--- config.mk ---
export PLATFORM = sky130hd
export DESIGN_NAME = cam_pwr_seq_flat
export DESIGN_NICKNAME = d
export VERILOG_FILES = /design/src/rtl/cam_pwr_seq_if.sv /design/src/rtl/cam_pwr_seq.sv /design/src/flat_wrapper.sv
export SDC_FILE = /design/constraint.sdc
export NUM_CORES = 1
export LEC_CHECK = 0
export BUFFER_PORTS_ARGS = -buffer_cell sky130_fd_sc_hd__buf_2
export CORE_UTILIZATION = 25
export CTS_CLUSTER_SIZE = 40
export DETAILED_ROUTE_END_ITERATION = 12
export PLACE_DENSITY_LB_ADDON = 0.12
export SLEW_MARGIN = 20
export SYNTH_ARGS = -nofsm -noshare
export SYNTH_HDL_FRONTEND = slang
export SYNTH_SLANG_ARGS = --single-unit
--- constraint.sdc ---
create_clock -name clk -period 2.71 [get_ports clk]
set_input_delay 0.1355 -clock clk [delete_from_list [all_inputs] [get_ports clk]]
set_output_delay 0.1355 -clock clk [all_outputs]
set_load 0.03 [all_outputs]
--- src/rtl/cam_pwr_seq_if.sv ---
// rtl/cam_pwr_seq_if.sv - control/status bundle between camera power sequencer and its environment
interface cam_pwr_seq_if;
  logic       restart;
  logic       init_done;
  logic       cam_pwdn;
  logic       cam_rst_n;
  logic       initial_en;
  logic       seq_ready;
  logic       seq_err;
  logic [3:0] retry_cnt;

  modport master (
    input  restart, init_done,
    output cam_pwdn, cam_rst_n, initial_en, seq_ready, seq_err, retry_cnt
  );

  modport slave (
    output restart, init_done,
    input  cam_pwdn, cam_rst_n, initial_en, seq_ready, seq_err, retry_cnt
  );
endinterface

--- src/rtl/cam_pwr_seq.sv ---
// rtl/cam_pwr_seq.sv - camera power-up sequencer PWR->RST->WAIT->READY, optional init watchdog (CAM_SEQ_WDOG_EN)
module cam_pwr_seq #(
  parameter int CNT_W     = 20,
  parameter int T_PWR     = 'h4000,
  parameter int T_RST     = 'hffff,
  parameter int T_INIT    = 'hfffff,
  parameter int T_WDOG    = 'hfffff,
  parameter int MAX_RETRY = 3
) (
  input  logic            clk,
  input  logic            rst_n,
  cam_pwr_seq_if.master   bus
);

  localparam logic [CNT_W-1:0] PWR_LAST  = CNT_W'(T_PWR - 1);
  localparam logic [CNT_W-1:0] RST_LAST  = CNT_W'(T_RST - 1);
  localparam logic [CNT_W-1:0] INIT_LAST = CNT_W'(T_INIT - 1);

  typedef enum logic [2:0] {
    S_PWR, S_RST, S_WAIT, S_READY, S_DONE, S_FAIL
  } state_t;

  state_t           state, state_nx;
  logic [CNT_W-1:0] cnt, cnt_nx;
  logic             pwdn_q, rstn_q, en_q, rdy_q;
  logic             pwdn_nx, rstn_nx, en_nx, rdy_nx;

`ifdef CAM_SEQ_WDOG_EN
  localparam logic [CNT_W-1:0] WDOG_LAST = CNT_W'(T_WDOG - 1);
  localparam logic [3:0]       MAX_R     = 4'(MAX_RETRY);

  logic       err_q, err_nx;
  logic [3:0] rty_q, rty_nx;

  assign bus.seq_err   = err_q;
  assign bus.retry_cnt = rty_q;
`else
  logic unused_init_done;

  assign unused_init_done = bus.init_done;
  assign bus.seq_err      = 1'b0;
  assign bus.retry_cnt    = 4'd0;
`endif

  assign bus.cam_pwdn   = pwdn_q;
  assign bus.cam_rst_n  = rstn_q;
  assign bus.initial_en = en_q;
  assign bus.seq_ready  = rdy_q;

  always_comb begin
    state_nx = state;
    cnt_nx   = cnt + CNT_W'(1);
`ifdef CAM_SEQ_WDOG_EN
    rty_nx   = rty_q;
`endif
    if (bus.restart) begin
      state_nx = S_PWR;
      cnt_nx   = '0;
`ifdef CAM_SEQ_WDOG_EN
      rty_nx   = 4'd0;
`endif
    end else begin
      case (state)
        S_PWR:  if (cnt == PWR_LAST)  begin state_nx = S_RST;   cnt_nx = '0; end
        S_RST:  if (cnt == RST_LAST)  begin state_nx = S_WAIT;  cnt_nx = '0; end
        S_WAIT: if (cnt == INIT_LAST) begin state_nx = S_READY; cnt_nx = '0; end
        S_READY: begin
`ifdef CAM_SEQ_WDOG_EN
          // init_done beats a coincident timeout
          if (bus.init_done) begin
            state_nx = S_DONE;
            cnt_nx   = '0;
          end else if (cnt == WDOG_LAST) begin
            cnt_nx = '0;
            if (rty_q < MAX_R) begin
              state_nx = S_PWR;
              rty_nx   = rty_q + 4'd1;
            end else begin
              state_nx = S_FAIL;
            end
          end
`else
          cnt_nx = '0;
`endif
        end
        default: cnt_nx = '0;
      endcase
    end

    // outputs decoded from the state being entered so they move with state
    pwdn_nx = 1'b0;
    rstn_nx = 1'b0;
    en_nx   = 1'b0;
    rdy_nx  = 1'b0;
`ifdef CAM_SEQ_WDOG_EN
    err_nx  = 1'b0;
`endif
    case (state_nx)
      S_PWR:  pwdn_nx = 1'b1;
      S_RST:  ;
      S_WAIT: rstn_nx = 1'b1;
      S_READY, S_DONE: begin
        rstn_nx = 1'b1;
        en_nx   = 1'b1;
        rdy_nx  = 1'b1;
      end
      default: begin
        pwdn_nx = 1'b1;
`ifdef CAM_SEQ_WDOG_EN
        err_nx  = 1'b1;
`endif
      end
    endcase
  end

  always_ff @(posedge clk or negedge rst_n) begin
    if (!rst_n) begin
      state  <= S_PWR;
      cnt    <= '0;
      pwdn_q <= 1'b1;
      rstn_q <= 1'b0;
      en_q   <= 1'b0;
      rdy_q  <= 1'b0;
    end else begin
      state  <= state_nx;
      cnt    <= cnt_nx;
      pwdn_q <= pwdn_nx;
      rstn_q <= rstn_nx;
      en_q   <= en_nx;
      rdy_q  <= rdy_nx;
    end
  end

`ifdef CAM_SEQ_WDOG_EN
  always_ff @(posedge clk or negedge rst_n) begin
    if (!rst_n) begin
      err_q <= 1'b0;
      rty_q <= 4'd0;
    end else begin
      err_q <= err_nx;
      rty_q <= rty_nx;
    end
  end
`endif

endmodule
--- src/flat_wrapper.sv ---
// flat-port wrapper written by rule: the top's interface ports become plain ports
module cam_pwr_seq_flat 
#(
  parameter int CNT_W     = 20,
  parameter int T_PWR     = 'h4000,
  parameter int T_RST     = 'hffff,
  parameter int T_INIT    = 'hfffff,
  parameter int T_WDOG    = 'hfffff,
  parameter int MAX_RETRY = 3
)
  (clk, rst_n, bus_restart, bus_init_done, bus_cam_pwdn, bus_cam_rst_n, bus_initial_en, bus_seq_ready, bus_seq_err, bus_retry_cnt);
  cam_pwr_seq_if bus_i ();
  input  logic clk;
  input  logic rst_n;
  input wire logic [$bits(bus_i.restart)-1:0] bus_restart;
  input wire logic [$bits(bus_i.init_done)-1:0] bus_init_done;
  output wire logic [$bits(bus_i.cam_pwdn)-1:0] bus_cam_pwdn;
  output wire logic [$bits(bus_i.cam_rst_n)-1:0] bus_cam_rst_n;
  output wire logic [$bits(bus_i.initial_en)-1:0] bus_initial_en;
  output wire logic [$bits(bus_i.seq_ready)-1:0] bus_seq_ready;
  output wire logic [$bits(bus_i.seq_err)-1:0] bus_seq_err;
  output wire logic [$bits(bus_i.retry_cnt)-1:0] bus_retry_cnt;
  assign bus_i.restart = bus_restart;
  assign bus_i.init_done = bus_init_done;
  assign bus_cam_pwdn = bus_i.cam_pwdn;
  assign bus_cam_rst_n = bus_i.cam_rst_n;
  assign bus_initial_en = bus_i.initial_en;
  assign bus_seq_ready = bus_i.seq_ready;
  assign bus_seq_err = bus_i.seq_err;
  assign bus_retry_cnt = bus_i.retry_cnt;
  cam_pwr_seq #(.CNT_W(CNT_W), .T_PWR(T_PWR), .T_RST(T_RST), .T_INIT(T_INIT), .T_WDOG(T_WDOG), .MAX_RETRY(MAX_RETRY)) u_core (.clk(clk), .rst_n(rst_n), .bus(bus_i));
endmodule
==> results.py, run 1 <==
metrics = {
    "outcome": {
        "status": "finished, final reports clean",
    },
    "routing": {
        "drt_first_pass_iters": 4,
        "vias": 962,
        "drc": 0,
        "ant_nets": 0,
        "first_iter_violations": 39,
        "totalWireLength_um": 2585,
        "vias_per_cell": 4.581,
        "wl_per_cell_um": 12.31,
    },
    "sta": {
        "fin_crit_sh_pct": 70.09,
        "fin_crit_ns": 1.899,
        "finalWorstSetupSlack_ns": 0.8106,
        "skew_ns": 0.006238,
        "finalHoldViolations": 0,
        "worstMarginPinSlew_ns": 0.6201,
        "setup_viol": 0,
        "rsz0062_at_grt": "false",
        "fmax_mhz": 526.5,
        "relSlewSlack_pct": 58.66,
        "tns_ns": 0,
        "drv_slew": 0,
    },
    "synthesis": {
        "synth_warnings": 0,
        "muxShareOfSynthArea_pct": 0,
        "synth_area_sq_um": 1370,
        "synth-seq-cells": 26,
        "synth.cells.most_frequent": "25 x dfrtp_1, 25 x nor2_1, 10 x xor2_1",
        "synth_compound_area_share_pct": 6.484,
        "synth-async-reset-ratio_pct": 100.0,
        "yosys.area.top_type_share_pct": 45.66,
        "synth_top_family_by_area": "simple AND/OR/NAND/NOR gates",
        "synth-simple-area-share_pct": 26.67,
        "synth_edf_count": 0,
        "synthTopCellsByArea": "dfrtp_1 46%, nor2_1 6.8%, xor2_1 6.4%, xnor2_1 5.1%, buf_4 3.3%",
        "synth.largest_area_cell": "dfrtp_1",
        "seq_area_frac_synth_pct": 47.58,
        "synthXorXnorAreaFrac_pct": 11.51,
        "avgSynthCellArea_sq_um": 10.22,
        "yosys.cell_types.count": 35,
        "synthAdderAreaFrac_pct": 1.826,
        "synth_flop_cell": "dfrtp_1",
        "synthCells": 134,
    },
    "clock_network": {
        "numCtsBuffers": 3,
        "clock_latency_ns": 0.27,
        "cts_sinks": 26,
        "tritoncts": "yes",
        "ctsHtreeMaxLevel": 1,
        "clkTransAtPathRegs_ns": 0.09,
        "cts_buffer_depth": 2,
        "cts-root-buf": "clkbuf_8",
        "ctsResizeCount": 0,
    },
    "global_route": {
        "grt_use_met3_pct": 2.874,
        "met2_usage_pct": 16.27,
        "first_global_vias": 909,
        "track_usage_pct": 9.764,
        "grt_max_degree": 27,
        "grt_pass1_wl_um": 4409,
        "top_usage_layer": "met2",
        "gr-total-overflow": 0,
        "antenna_found_initial": 0,
        "grt_util_met1_pct": 12.43,
    },
    "floorplan": {
        "dieArea_sq_um": 5781,
        "start_util_pct": 26.32,
        "pin_count": 13,
        "core_region_area_sq_um": 5205,
        "die_h_um": 76.03,
        "row_count": 26,
        "die_w_um": 76.03,
    },
    "setup_path": {
        "arrival_ns": 2.10,
        "cp_cell_sequence": "inv_1 > ha_1 > and3_1 > and3_1 > a32oi_2 > a21boi_1 > buf_4 > nor2_1",
        "required_ns": 2.91,
        "cpMostUsedCell": "and3_1",
        "crit_type": "reg2reg",
        "crit_fanout": 20,
        "endpoint_kind": "flop",
        "worst_path_largest_cell_delay_ns": 0.41,
        "critPathSlowestCell": "dfrtp_1",
        "critPathLaunchType": "flop",
    },
    "finish": {
        "area_growth_pct": 10.41,
        "antenna_cells": 0,
        "post_route_cells_drive_above_1_share_pct": 13.57,
        "fillers": 563,
        "nets": 147,
    },
    "power_and_ir_drop": {
        "power_density_nw_per_um2": 450.1,
        "peakVddDrop_mv": 0.2515,
        "p_leak_nw": 0.6823,
    },
    "run": {
        "timing.max_cap.violations": 0,
    },
    "place": {
        "place_hpwl_um": 1826,
        "finalWeightedCongestion": 0.7022,
        "numPortBuffers": 6,
        "dpl_worst_slack_ns": 0.8203,
    },
    "hold_path": {
        "hold_class": "in2reg",
    },
}
critical path: cells and delay by family, from the launching register on:
kind	cells	cell delay, ns
adders and majority gates	1	0.18
and+or+nand+nor	3	0.52
buffers and inverters	2	0.28
DFF	1	0.41
AOI/OAI and AO/OA	2	0.42
per-layer routing:
layer	vias up	part of all wire, %
met2	21	48
li1	461	-
met4	0	0.62
met3	2	3.7
met5	-	0
met1	478	48
layout make-up:
cell class              instances  area (sq um)  share of cell area, %
clock buffers                   4         55.05                  3.639
inverters                       4         15.01                 0.9926
multi-input cells              98         655.6                  43.34
flip-flops and latches         26         651.9                  43.09
well taps                      70         87.58                  5.790
repair buffers                  8         47.55                  3.143
flip-flops by register name (all words and copies together), names as in the netlist:
register,cells
u_core.state,3
u_core.bus.cam_rst_n,1
u_core.bus.cam_pwdn,1
u_core.cnt,20
u_core.bus.initial_en,1
through the flow:
step           utilization, %  hold WS [ns]  area (sq um)  power [mW]  std cells
6_report                29.06        0.1087          1513      0.6808        210
5_1_grt                 29.06        0.1026          1513      0.7190        210
4_1_cts                 29.06        0.1016          1513      0.6985        210
3_5_place_dp            27.81        0.1828          1448      0.4394        205
3_3_place_gp            27.81        0.1823          1448      0.4385        205
2_1_floorplan               -       -0.1601          1385      0.4295        138
repair_timing:
action                                 CTS  global route
setup endpoints to repair                0             0
endpoints found under the hold margin   25             0
hold buffers                             1             0
buffers inserted                         0             0
cell families (layout without fill, tap and decap cells):
kind of cell               count (synthesis)  in the layout
other                                      1              5
DFF                                       26             26
adders and majority gates                  2              2
AOI/OAI and AO/OA                         10             10
xor gates and xnor gates                  18             18
buffers and inverters                     14             16
and+or+nand+nor                           63             63
where the power goes:
part	switching, mW	internal (mW)
Combinational	0.0280	0.00811
Clock	0.119	0.130
Sequential	0.00466	0.391
cell usage in the layout, fill, tap and decap left out, types with 2 or more instances in the layout:
cell	synthesis	final
a21oi_1	2	2
nor3_1	3	3
ha_1	2	2
and3_1	4	4
nand4_1	2	2
dfrtp_1	25	25
xnor2_1	8	8
nor2_1	25	25
buf_2	2	6
and4_1	5	5
inv_1	4	4
xor2_1	10	10
conb_1	1	5
nand2_1	6	6
clkbuf_8	0	4
nand3_1	8	8
nor4_1	2	2
final timing paths:
| path | from | cells past startpoint | endpoint | slack (ns) |
|---|---|---|---|---|
| max reg2reg | u_core.cnt[0]$_DFF_PN0_ | 8 | u_core.cnt[8]$_DFF_PN0_ | 0.81 |
| max | u_core.cnt[0]$_DFF_PN0_ | 8 | u_core.cnt[8]$_DFF_PN0_ | 0.81 |
| min in group asynchronous | rst_n | 2 | u_core.bus.initial_en$_DFF_PN0_ | 0.41 |
| max in group asynchronous | rst_n | 2 | u_core.cnt[8]$_DFF_PN0_ | 1.89 |
| min reg2reg | u_core.cnt[0]$_DFF_PN0_ | 1 | u_core.cnt[0]$_DFF_PN0_ | 0.51 |
| min | bus_restart | 2 | u_core.state[0]$_DFF_PN0_ | 0.11 |
(Power assumes the default switching activity.)
==> run 2: changes to the inputs <==
==> constraint.sdc (replaced) <==
create_clock -name clk -period 1.65 [get_ports clk]
set_input_delay 0.0825 -clock clk [delete_from_list [all_inputs] [get_ports clk]]
set_output_delay 0.0825 -clock clk [all_outputs]
set_load 0.03 [all_outputs]
==> results.py, run 2 (synthesized netlist as in run 1, its figures left out) <==
metrics = {
    "outcome": {
        "status": "complete, but fails checks",
        "violations": "negative setup slack",
    },
    "hold_path": {
        "worstHoldStart": "bus_restart",
        "hold_class": "in2reg",
    },
    "run": {
        "timing.max_cap.violations": 0,
    },
    "sta": {
        "worstMarginPinSlew_ns": 0.6054,
        "tns_ns": -0.1975,
        "finalHoldViolations": 0,
        "drv_slew": 0,
        "rsz0062_at_grt": "true",
        "setup_viol": 13,
        "fin_crit_sh_pct": 106.1,
        "finalWorstSetupSlack_ns": -0.1006,
        "fin_crit_ns": 1.751,
        "fmax_mhz": 571.2,
        "skew_ns": 0.003437,
        "relSlewSlack_pct": 59.64,
    },
    "global_route": {
        "first_global_vias": 1026,
        "grt_max_degree": 27,
        "track_usage_pct": 10.98,
        "grt_pass1_wl_um": 4933,
        "gr-total-overflow": 0,
        "antenna_found_initial": 0,
    },
    "finish": {
        "final_common_cell": "buf_4",
        "utilization_pct": 36.37,
        "largest-register": "u_core.cnt",
        "post_route_cells_drive_above_1_share_pct": 42.53,
        "area_growth_pct": 38.17,
        "antenna_cells": 0,
        "final_cell_mix": "33 x buf_4, 23 x dfrtp_1, 16 x nor2_1",
        "final_cell_count_no_fill": 244,
        "largestRegisters": "u_core.cnt: 20 flops, u_core.state: 3 flops",
        "nets": 181,
        "largest_reg_flops": 20,
    },
    "setup_path": {
        "setup.worst_path.start": "u_core.cnt[0]$_DFF_PN0_",
        "endpoint_kind": "flop",
        "rr_startpoint": "u_core.cnt[0]$_DFF_PN0_",
        "critPathLaunchType": "flop",
        "required_ns": 1.86,
        "crit_fanout": 3,
        "arrival_ns": 1.96,
        "crit_type": "reg2reg",
    },
    "routing": {
        "drt_first_pass_iters": 3,
        "ant_nets": 0,
        "drc": 0,
        "vias": 1050,
        "wl_per_cell_um": 12.44,
        "totalWireLength_um": 3036,
        "first_iter_violations": 22,
        "vias_per_cell": 4.303,
    },
    "power_and_ir_drop": {
        "p_leak_nw": 0.8654,
        "power_density_nw_per_um2": 606.2,
        "p_total_mw": 1.148,
        "peakVddDrop_mv": 0.2948,
    },
    "clock_network": {
        "cts_sinks": 26,
        "cts-root-buf": "clkbuf_8",
        "cts_buffer_depth": 2,
        "tritoncts": "yes",
        "numCtsBuffers": 3,
        "ctsHtreeMaxLevel": 1,
        "clock_latency_ns": 0.27,
        "clkTransAtPathRegs_ns": 0.09,
    },
    "floorplan": {
        "die_w_um": 76.03,
        "pin_count": 13,
        "die_h_um": 76.03,
        "dieArea_sq_um": 5781,
        "core_region_area_sq_um": 5205,
        "start_util_pct": 26.32,
        "row_count": 26,
    },
    "place": {
        "numPortBuffers": 6,
        "finalWeightedCongestion": 0.7358,
        "post-place-cells": 238,
        "place_hpwl_um": 2191,
        "dpl_worst_slack_ns": -0.1209,
    },
}
-- run 2: cell types whose count changed in the layout (fill, tap and decap cells not counted), sizes merged --
cell	change
buf	+34
-- run 2: power breakdown --
group | internal [mW] | switching (mW)
clock network | 0.213 | 0.207
logic | 0.0219 | 0.0530
registers | 0.643 | 0.00864
total | 0.879 | 0.269
-- run 2: worst paths after layout --
check,end,depth (start not counted),slack (ns)
setup reg to reg,u_core.state[0]$_DFF_PN0_,8,-0.10
hold / removal,u_core.state[0]$_DFF_PN0_,2,0.05
setup / recovery,u_core.state[0]$_DFF_PN0_,8,-0.10
min in group asynchronous,u_core.state[2]$_DFF_PN0_,2,0.34
max in group asynchronous,u_core.cnt[2]$_DFF_PN0_,2,0.88
hold reg to reg,u_core.cnt[0]$_DFF_PN0_,2,0.58
-- run 2: timing repair --
action,CTS,global route
endpoints found under the setup margin,22,25
hold buffers,1,0
hold endpoints to repair,25,0
gates resized for setup,2,28
setup buffers,0,1
pin swaps,4,13
cloned,0,0
-- run 2: critical path, cell delays in order, from the launching register on --
cell and delay (ns):
dfrtp_1 0.41, inv_1 0.07, ha_1 0.14, and3_4 0.18, and3_1 0.16, a32oi_2 0.12
buf_4 0.17, or3_4 0.33, a21oi_2 0.11
-- run 2: layer usage --
| metal | global-route usage [%] | share of wire [%] | vias up |
|---|---|---|---|
| met5 | 0 | 0 | - |
| met4 | 4.615 | 1.5 | 0 |
| met1 | 13.53 | 47 | 504 |
| met3 | 1.916 | 2.1 | 5 |
| met2 | 18.91 | 49 | 13 |
| li1 | - | - | 528 |
-- run 2: through the flow --
stage / area (sq um) / hold slack (ns)
2_1_floorplan: 1385 / -0.2131
3_3_place_gp: 1695 / 0.1275
3_5_place_dp: 1695 / 0.1381
4_1_cts: 1779 / 0.05291
5_1_grt: 1893 / 0.05657
6_report: 1893 / 0.05337
-- run 2: cell type report --
cell class / count / area (sq um)
Tap cell: 70 / 87.58
Multi-Input combinational cell: 98 / 770.7
Sequential cell: 26 / 654.4
Clock buffer: 4 / 55.05
Timing Repair Buffer: 42 / 310.3
Inverter: 4 / 15.01
Fill cell: 520 / 3312
